File: config.mk
export PLATFORM = sky130hd
export DESIGN_NAME = cd7_seq_mul8x8_flat
export DESIGN_NICKNAME = d
export VERILOG_FILES = /design/src/rtl/cd7_seq_mul8x8_if.sv /design/src/rtl/cd7_seq_mul8x8.sv /design/src/flat_wrapper.sv
export SDC_FILE = /design/constraint.sdc
export NUM_CORES = 1
export LEC_CHECK = 0
export ABC_CLOCK_PERIOD_IN_PS = 3400
export BUFFER_PORTS_ARGS = -buffer_cell sky130_fd_sc_hd__clkbuf_2
export CORE_UTILIZATION = 52
export CTS_BUF_LIST = sky130_fd_sc_hd__clkbuf_4 sky130_fd_sc_hd__clkbuf_8
export DETAILED_ROUTE_END_ITERATION = 10
export GPL_TIMING_DRIVEN = 1
export PLACE_DENSITY = 0.88
export SYNTH_ARGS = -nofsm -noshare
export SYNTH_HDL_FRONTEND = slang
export SYNTH_SLANG_ARGS = --single-unit
File: constraint.sdc
create_clock -name clk -period 3.4 [get_ports clk]
set_input_delay 0.17 -clock clk [delete_from_list [all_inputs] [get_ports clk]]
set_output_delay 0.17 -clock clk [all_outputs]
set_load 0.05 [all_outputs]
File: src/rtl/cd7_seq_mul8x8_if.sv
// Operand/result bundle for cd7_seq_mul8x8; err_out exists only when CD7_ERR_EN is defined.
// Both channels use valid/ready: a transfer happens on the rising edge where valid and ready are both 1, and the source holds its payload stable while valid=1 and ready=0.
interface cd7_seq_mul8x8_if;
    logic        in_valid;
    logic        in_ready;
    logic [7:0]  a_in;
    logic [7:0]  b_in;
    logic        out_valid;
    logic        out_ready;
    logic [15:0] p_out;
    logic        ovf_out;
`ifdef CD7_ERR_EN
    logic [15:0] err_out;

    modport master (output in_valid, a_in, b_in, out_ready,
                    input  in_ready, out_valid, p_out, ovf_out, err_out);
    modport slave  (input  in_valid, a_in, b_in, out_ready,
                    output in_ready, out_valid, p_out, ovf_out, err_out);
`else
    modport master (output in_valid, a_in, b_in, out_ready,
                    input  in_ready, out_valid, p_out, ovf_out);
    modport slave  (input  in_valid, a_in, b_in, out_ready,
                    output in_ready, out_valid, p_out, ovf_out);
`endif
endinterface

File: src/rtl/cd7_seq_mul8x8.sv
// Sequential 8x8 approximate multiplier: one cd7 (8x4 carry-disregard) pass per B nibble.
// Optional macro CD7_ERR_EN adds err_out = |A*B - p_out| alongside the result.
module cd7_seq_mul8x8 #(
    parameter bit ZERO_SKIP = 1'b1,
    parameter int CNT_W     = 16
) (
    input  logic             clk,
    input  logic             rst_n,
    cd7_seq_mul8x8_if.slave  bus,
    output logic [CNT_W-1:0] op_cnt,
    output logic [1:0]       dbg_state
);

    typedef enum logic [1:0] {IDLE, LO, HI, DONE} state_t;

    state_t      state, state_nxt;
    logic [7:0]  a_q, b_q;
    logic [16:0] acc, acc_nxt;
    logic [3:0]  nib;
    logic [11:0] r;
    logic        cap;
    logic        hs;

    // cd7: low 7 result columns OR the partial products (carries dropped),
    // upper columns 7..11 are summed exactly.
    function automatic logic [11:0] cd7(input logic [7:0] a, input logic [3:0] n);
        logic [10:0] pp0, pp1, pp2, pp3;
        logic [6:0]  lo;
        logic [4:0]  hi;
        pp0 = n[0] ? {3'b000, a}        : 11'd0;
        pp1 = n[1] ? {2'b00, a, 1'b0}   : 11'd0;
        pp2 = n[2] ? {1'b0, a, 2'b00}   : 11'd0;
        pp3 = n[3] ? {a, 3'b000}        : 11'd0;
        lo  = pp0[6:0] | pp1[6:0] | pp2[6:0] | pp3[6:0];
        hi  = {1'b0, pp0[10:7]} + {1'b0, pp1[10:7]} + {1'b0, pp2[10:7]} + {1'b0, pp3[10:7]};
        return {hi, lo};
    endfunction

    always_comb begin
        state_nxt = state;
        acc_nxt   = acc;
        cap       = 1'b0;
        hs        = 1'b0;
        nib       = (state == LO) ? b_q[3:0] : b_q[7:4];
        r         = cd7(a_q, nib);
        case (state)
            IDLE: begin
                if (bus.in_valid) begin
                    cap     = 1'b1;
                    acc_nxt = '0;
                    if (ZERO_SKIP && bus.b_in == 8'h00)
                        state_nxt = DONE;
                    else if (ZERO_SKIP && bus.b_in[3:0] == 4'h0)
                        state_nxt = HI;
                    else
                        state_nxt = LO;
                end
            end
            LO: begin
                acc_nxt   = {5'b0, r};
                state_nxt = (ZERO_SKIP && b_q[7:4] == 4'h0) ? DONE : HI;
            end
            HI: begin
                acc_nxt   = acc + {1'b0, r, 4'b0000};
                state_nxt = DONE;
            end
            DONE: begin
                if (bus.out_ready) begin
                    hs        = 1'b1;
                    state_nxt = IDLE;
                end
            end
            default: state_nxt = IDLE;
        endcase
    end

    always_ff @(posedge clk or negedge rst_n) begin
        if (!rst_n) state <= IDLE;
        else        state <= state_nxt;
    end

    always_ff @(posedge clk or negedge rst_n) begin
        if (!rst_n) begin
            a_q    <= '0;
            b_q    <= '0;
            acc    <= '0;
            op_cnt <= '0;
        end else begin
            if (cap) begin
                a_q <= bus.a_in;
                b_q <= bus.b_in;
            end
            acc <= acc_nxt;
            if (hs) op_cnt <= op_cnt + CNT_W'(1);
        end
    end

    assign bus.in_ready  = (state == IDLE);
    assign bus.out_valid = (state == DONE);
    assign bus.p_out     = acc[15:0];
    assign bus.ovf_out   = acc[16];
    assign dbg_state     = state;

`ifdef CD7_ERR_EN
    logic [7:0]  ea, eb;
    logic [15:0] exact, err_q, err_nxt;

    // B==0 jumps to DONE on the accept edge, before the operand registers load.
    assign ea      = cap ? bus.a_in : a_q;
    assign eb      = cap ? bus.b_in : b_q;
    assign exact   = {8'h00, ea} * {8'h00, eb};
    assign err_nxt = (exact >= acc_nxt[15:0]) ? (exact - acc_nxt[15:0]) : (acc_nxt[15:0] - exact);

    always_ff @(posedge clk or negedge rst_n) begin
        if (!rst_n)
            err_q <= '0;
        else if (state_nxt == DONE && state != DONE)
            err_q <= err_nxt;
    end

    assign bus.err_out = err_q;
`endif

endmodule

File: src/flat_wrapper.sv
// flat-port wrapper written by rule: the top's interface ports become plain ports
module cd7_seq_mul8x8_flat 
#(
    parameter bit ZERO_SKIP = 1'b1,
    parameter int CNT_W     = 16
)
  (clk, rst_n, op_cnt, dbg_state, bus_in_valid, bus_a_in, bus_b_in, bus_out_ready, bus_in_ready, bus_out_valid, bus_p_out, bus_ovf_out);
  cd7_seq_mul8x8_if bus_i ();
  input  logic clk;
  input  logic rst_n;
  output logic [CNT_W-1:0] op_cnt;
  output logic [1:0] dbg_state;
  input wire logic [$bits(bus_i.in_valid)-1:0] bus_in_valid;
  input wire logic [$bits(bus_i.a_in)-1:0] bus_a_in;
  input wire logic [$bits(bus_i.b_in)-1:0] bus_b_in;
  input wire logic [$bits(bus_i.out_ready)-1:0] bus_out_ready;
  output wire logic [$bits(bus_i.in_ready)-1:0] bus_in_ready;
  output wire logic [$bits(bus_i.out_valid)-1:0] bus_out_valid;
  output wire logic [$bits(bus_i.p_out)-1:0] bus_p_out;
  output wire logic [$bits(bus_i.ovf_out)-1:0] bus_ovf_out;
  assign bus_i.in_valid = bus_in_valid;
  assign bus_i.a_in = bus_a_in;
  assign bus_i.b_in = bus_b_in;
  assign bus_i.out_ready = bus_out_ready;
  assign bus_in_ready = bus_i.in_ready;
  assign bus_out_valid = bus_i.out_valid;
  assign bus_p_out = bus_i.p_out;
  assign bus_ovf_out = bus_i.ovf_out;
  cd7_seq_mul8x8 #(.ZERO_SKIP(ZERO_SKIP), .CNT_W(CNT_W)) u_core (.clk(clk), .rst_n(rst_n), .bus(bus_i), .op_cnt(op_cnt), .dbg_state(dbg_state));
endmodule
Yosys cells after proc, flatten, opt, wreduce, memory -nomap -nowiden
Cells that the tools add are included.
{"block": "totals", "output_inout_bits": 37, "reg_bits": 51, "wordCells": 42, "in_bits": 20}
{"block": "classes", "bitwise_logic": 3, "n_addsub": 5, "n_reduce_logical": 7, "n_eq_ne": 5, "mux": 17}
{"op": "$pmux W17 S3", "count": 1}
{"op": "$or A7 B7 Y7", "count": 3}
{"op": "$add A17 B16 Y17", "count": 1}
{"op": "$mux W17", "count": 1}
{"op": "$add A16 B1 Y16 const B", "count": 1}
{"op": "$mux W11", "count": 1}
{"op": "$add A5 B4 Y5", "count": 2}
{"op": "$mux W10", "count": 1}
{"op": "$mux W9", "count": 1}
{"op": "$logic_not A4 Y1", "count": 2}
{"op": "$logic_not A8 Y1", "count": 1}
{"op": "$mux W2", "count": 4}
{"op": "$mux W8", "count": 1}
{"op": "$pmux W2 S4", "count": 1}
{"op": "$add A4 B4 Y5", "count": 1}
{"op": "$mux W1", "count": 5}
{"op": "$eq A2 B2 Y1 const B", "count": 2}
{"op": "$mux W4", "count": 1}
{"op": "$ne A2 B2 Y1 const B", "count": 2}
{"op": "$reduce_and A2 Y1", "count": 2}
{"op": "$reduce_bool A3 Y1", "count": 1}
{"op": "$eq A2 B1 Y1 const B", "count": 1}
{"op": "$logic_not A2 Y1", "count": 1}

Depth between registers and ports, before layout
{"block": "depth", "depth_word": 8, "ltp_mapped": 17, "mapped_depth_nobuf": 16}

Worst setup path before layout
Ideal clock, no wire load.
{"block": "synth_path", "path_type": "reg2reg", "from": "reg u_core.state[1], in the netlist u_core.dbg_state[1]", "to": "reg u_core.acc[16]", "arrival_time_ns": 3.795, "path_stages_with_launch": 17, "t_required_ns": 3.268, "setup_slack_ns": -0.527, "n_path_buf": 1, "synth_period_minus_slack_ns": 3.927, "path_cell_list": "dfrtp_1 > inv_1 > ha_1 > buf_6 > mux2_4 > nand2_1 > fa_1 > inv_1 > ha_1 > fa_1 > a21o_1 > a21o_1 > ha_1 > a21oi_1 > o21ai_0 > o21ba_2 > o211ai_1"}
{"block": "synth_via", "elab_chain_len": 8, "elab_cells_between_ends": 19, "cone_classes": "add/sub (4); eq/ne (3); mux (6); bitwise (3); reduce/logical (3)"}
{"item": "start, declared", "line_no": "cd7_seq_mul8x8.sv:16", "text": "state_t state, state_nxt;"}
{"item": "start signal, assigned", "line_no": "cd7_seq_mul8x8.sv:79", "text": "else state <= state_nxt;"}
{"item": "$eq A2 B1 Y1", "line_no": "cd7_seq_mul8x8.sv:44, cd7_seq_mul8x8.sv:46"}
{"item": "$mux W4", "line_no": "cd7_seq_mul8x8.sv:44", "text": "nib = (state == LO) ? b_q[3:0] : b_q[7:4];"}
{"item": "$mux W8 or $mux W9 (tied branches)", "line_no": "cd7_seq_mul8x8.sv:30, cd7_seq_mul8x8.sv:31"}
{"item": "$add A4 B4 Y5 or $or A7 B7 Y7 (tied branches)", "line_no": "cd7_seq_mul8x8.sv:35, cd7_seq_mul8x8.sv:34"}
{"item": "$add A5 B4 Y5 or $or A7 B7 Y7 (tied branches) (2 in series)", "line_no": "cd7_seq_mul8x8.sv:35, cd7_seq_mul8x8.sv:34"}
{"item": "$add A17 B16 Y17", "line_no": "cd7_seq_mul8x8.sv:64", "text": "acc_nxt = acc + {1'b0, r, 4'b0000};"}
{"item": "$pmux W17 S3", "line_no": "cd7_seq_mul8x8.sv:46", "text": "case (state)"}
{"item": "end signal, assigned", "line_no": "cd7_seq_mul8x8.sv:93", "text": "acc <= acc_nxt;"}
{"item": "end, declared", "line_no": "cd7_seq_mul8x8.sv:18", "text": "logic [16:0] acc, acc_nxt;"}
Several ways; a longest one is shown, not always the timed one.
A chain may end at the register's enable or synchronous reset.

Worst setup path in the final report
Ends and elaborated chain as after synthesis.

==> results.md <==
- Status: finished, violations left
- Violated checks: negative setup slack
- Vias per cell: between 5 and 6
- Post-layout nets: 418
- PnR worst setup slack: -76.0 ps
- Cell Area, Synth: approximately 3000 µm²
- HP Class: primary input to flop
- Post-synthesis sequential area ratio: a little over two fifths
- Final Hold Vio Count: 0
- CP Data Arrival Time: 3720 ps
- 1st-iter DRT viols: 220
- Post-route insts no fill: 445
- Crit-path max FO: 5
- Area post-placement: 3580 µm²
- Bufs and invs on worst path: 3
- Final ANT Viol Nets: 0
- CP Capture Type: flop
- # Max-Cap Violations: 0
- Filler instances: 447
- First-pass GRT wire length: 12,200 µm
- CTS Root Cell: clkbuf_8
- Crit path kind: flop to flop
- Final TNS setup: -127 ps
- Synth Register Bits: between 50 and 60
- Worst Setup Start Kind: flop
- Ratio of cells with drive above 1 in the final layout: 38.1%
- Clock Tree Buf Depth: 2
- Core area: 5610 µm²
- Starting Density: 54.6%
- IO buf count: 56
- Slew headroom: 58.5%
- RSZ-0062 raised after global routing: true
- Mapped Nets: 340
- Clock sinks: 51
- Synthesis-to-layout area growth: 24.0%
- Most frequent cells in the layout: clkbuf_2, dfrtp_1, nand2_1, buf_4, mux2_2
- Top_reg_cell synth: dfrtp_1
- DP Cell Count: 429
- Die area: 6200 µm²
- Unique masters post-synth: 46
- Synth Warn #: 0
- Drt pass-1 iters: 4
- Diode count: 0
- Largest net degree at the start of global routing: 35
- Min Tclk post-route: between 3000 and 4000 ps
- Clock skew: 11.1 ps
- Count of boundary I/O pins: 57
- Least-Margin Pin Slew: a little over 600 ps
- Total CTS buffers: 5
- Die Span X: 78.8 µm
- DRC viols: 0
- Die span in y: 78.8 µm
- Final Cell Area: 3800 µm²
- Top cell family by delay on the critical path: adder cells
- GRT Util Overall: between 20% and 30%
- Most common cell after layout, fill and taps aside: clkbuf_2
- Final setup vio count: 2
- Final worst path period share: 102%
- # rows: 27
- CP max stage cell: fa_1
- Ys async rst share: 100%
- CTS tree: built
- Final Wtd Congestion: 0.885
- Initial antenna violation count: 0
- Avg Inst Size Synth: roughly 10 µm²
- Routed WL: about 7600 µm
- Fmax: 288 MHz
- Worst-skew pair later-pin latency: 320 ps
- CP Data Required Time: 3650 ps
- CP max stage delay: 560 ps
- Wire per inst: 17.0 µm
- Vias after detailed routing: ~2.6k
- Detail Placement HPWL: 5510 µm
- Total gr overflow: 0
- Number of global-route vias before repair: ~2.6k
- EDFF count, synth: 0
- Cells after Synth: 294
- Final Max Tran Viols: 0
- Reg clk slew, reported paths: 110 ps
- Cells along the critical path: inv_2 > ha_4 > mux2_4 > nand2_2 > fa_1 > inv_2 > buf_4 > fa_2 > a21o_1 > a21o_1 > ha_4 > nand2_1 > o21ai_2 > o21ba_2 > o211ai_1
- CTS H-tree lvls: 2
==> cell families (layout without fill, tap and decap cells) <==
logic type	count (synthesis)	after routing	share of synthesized area [%]
flip-flops	51	51	41.6
adder cells (fa/ha/maj)	26	26	11.6
AND/OR/NAND/NOR	81	81	13.1
XOR/XNOR	26	26	7.43
AO/OA/AOI/OAI	68	68	15.2
multiplexers	21	21	8.08
buffers and inverters	21	100	2.94
==> synth_stat cells (3+ instances only) <==
library cell	number	area share [%]
o21ai_0	16	2.6
a21o_1	6	1.5
nand3_1	7	1.1
a22oi_1	12	2.9
o211ai_1	5	1.2
inv_1	15	1.8
and3_1	3	0.61
dfrtp_1	51	42
nand2_1	38	4.7
xnor2_1	15	4.3
ha_1	22	9.0
a21oi_1	12	2.0
fa_1	4	2.6
and2_1	5	1.0
nand4_1	3	0.61
xor2_1	11	3.1
a22o_1	3	0.86
nor2_1	7	0.86
mux2_2	18	6.6
mux2_4	3	1.5
==> worst reg2reg max path: cells and delay by family (launching register included) <==
kind                     cells  cell delay (ps)
adder cells (fa/ha/maj)      4             1450
buffers and inverters        3              280
multiplexers                 1              200
flip-flops                   1              440
AND/OR/NAND/NOR              2              130
AO/OA/AOI/OAI                5              920
==> sequential cells by signal, indices dropped and copies added, names as in the netlist <==
register and cells:
u_core.acc 17, u_core.op_cnt 16, u_core.dbg_state 2, u_core.b_q 8
u_core.a_q 8
==> routing by layer <==
layer	global-route usage, %	part of all wire [%]
met1	31.0	41
met2	43.5	52
met3	4.60	4.3
met4	12.4	3.0
met5	0	0
==> stage by stage <==
step / setup WS (ps) / util (%) / hold WS, ps
final: -76.0 / 67.8 / 83.8
after global routing: -173 / 67.8 / 88.6
after CTS: -31.3 / 66.3 / 82.9
after detailed placement: -73.3 / 63.8 / 142
after global placement: 31.9 / 63.8 / 132
after floorplan: -207 / - / -126
==> cell type report <==
cell class	count	area, µm²	area share, %
clock buffers	5	68.8	1.81
clock inverters	3	26.3	0.691
inverters	15	56.3	1.48
multi-input cells	222	1840	48.4
flip-flops and latches	51	1280	33.7
well taps	72	90.1	2.37
repair buffers	77	440	11.6
==> final timing paths <==
kind,startpoint,depth (start not counted),slack (ps),end
max,u_core.dbg_state[1]$_DFFE_PN0P_,15,-80,u_core.acc[16]$_DFFE_PN0P_
min reg2reg,u_core.op_cnt[15]$_DFFE_PN0P_,1,490,u_core.op_cnt[15]$_DFFE_PN0P_
max in group asynchronous,rst_n,3,2280,u_core.dbg_state[1]$_DFFE_PN0P_
min,bus_a_in[0],2,80,u_core.a_q[0]$_DFFE_PN0P_
max reg2reg,u_core.dbg_state[1]$_DFFE_PN0P_,15,-80,u_core.acc[16]$_DFFE_PN0P_
min in group asynchronous,rst_n,2,320,u_core.acc[9]$_DFFE_PN0P_
==> timing repair <==
| item | 4_1_cts | 5_1_grt |
|---|---|---|
| gates resized for setup | 2 | 12 |
| hold buffers | 1 | 0 |
| pin swaps | 7 | 12 |
| endpoints found under the hold margin | 17 | 0 |
| setup endpoints to repair | 2 | 5 |
| setup buffers | 4 | 3 |
Power is left out: the tool's default activity adds up to more than one toggle a clock period on the data nets, which glitch-free logic cannot reach.
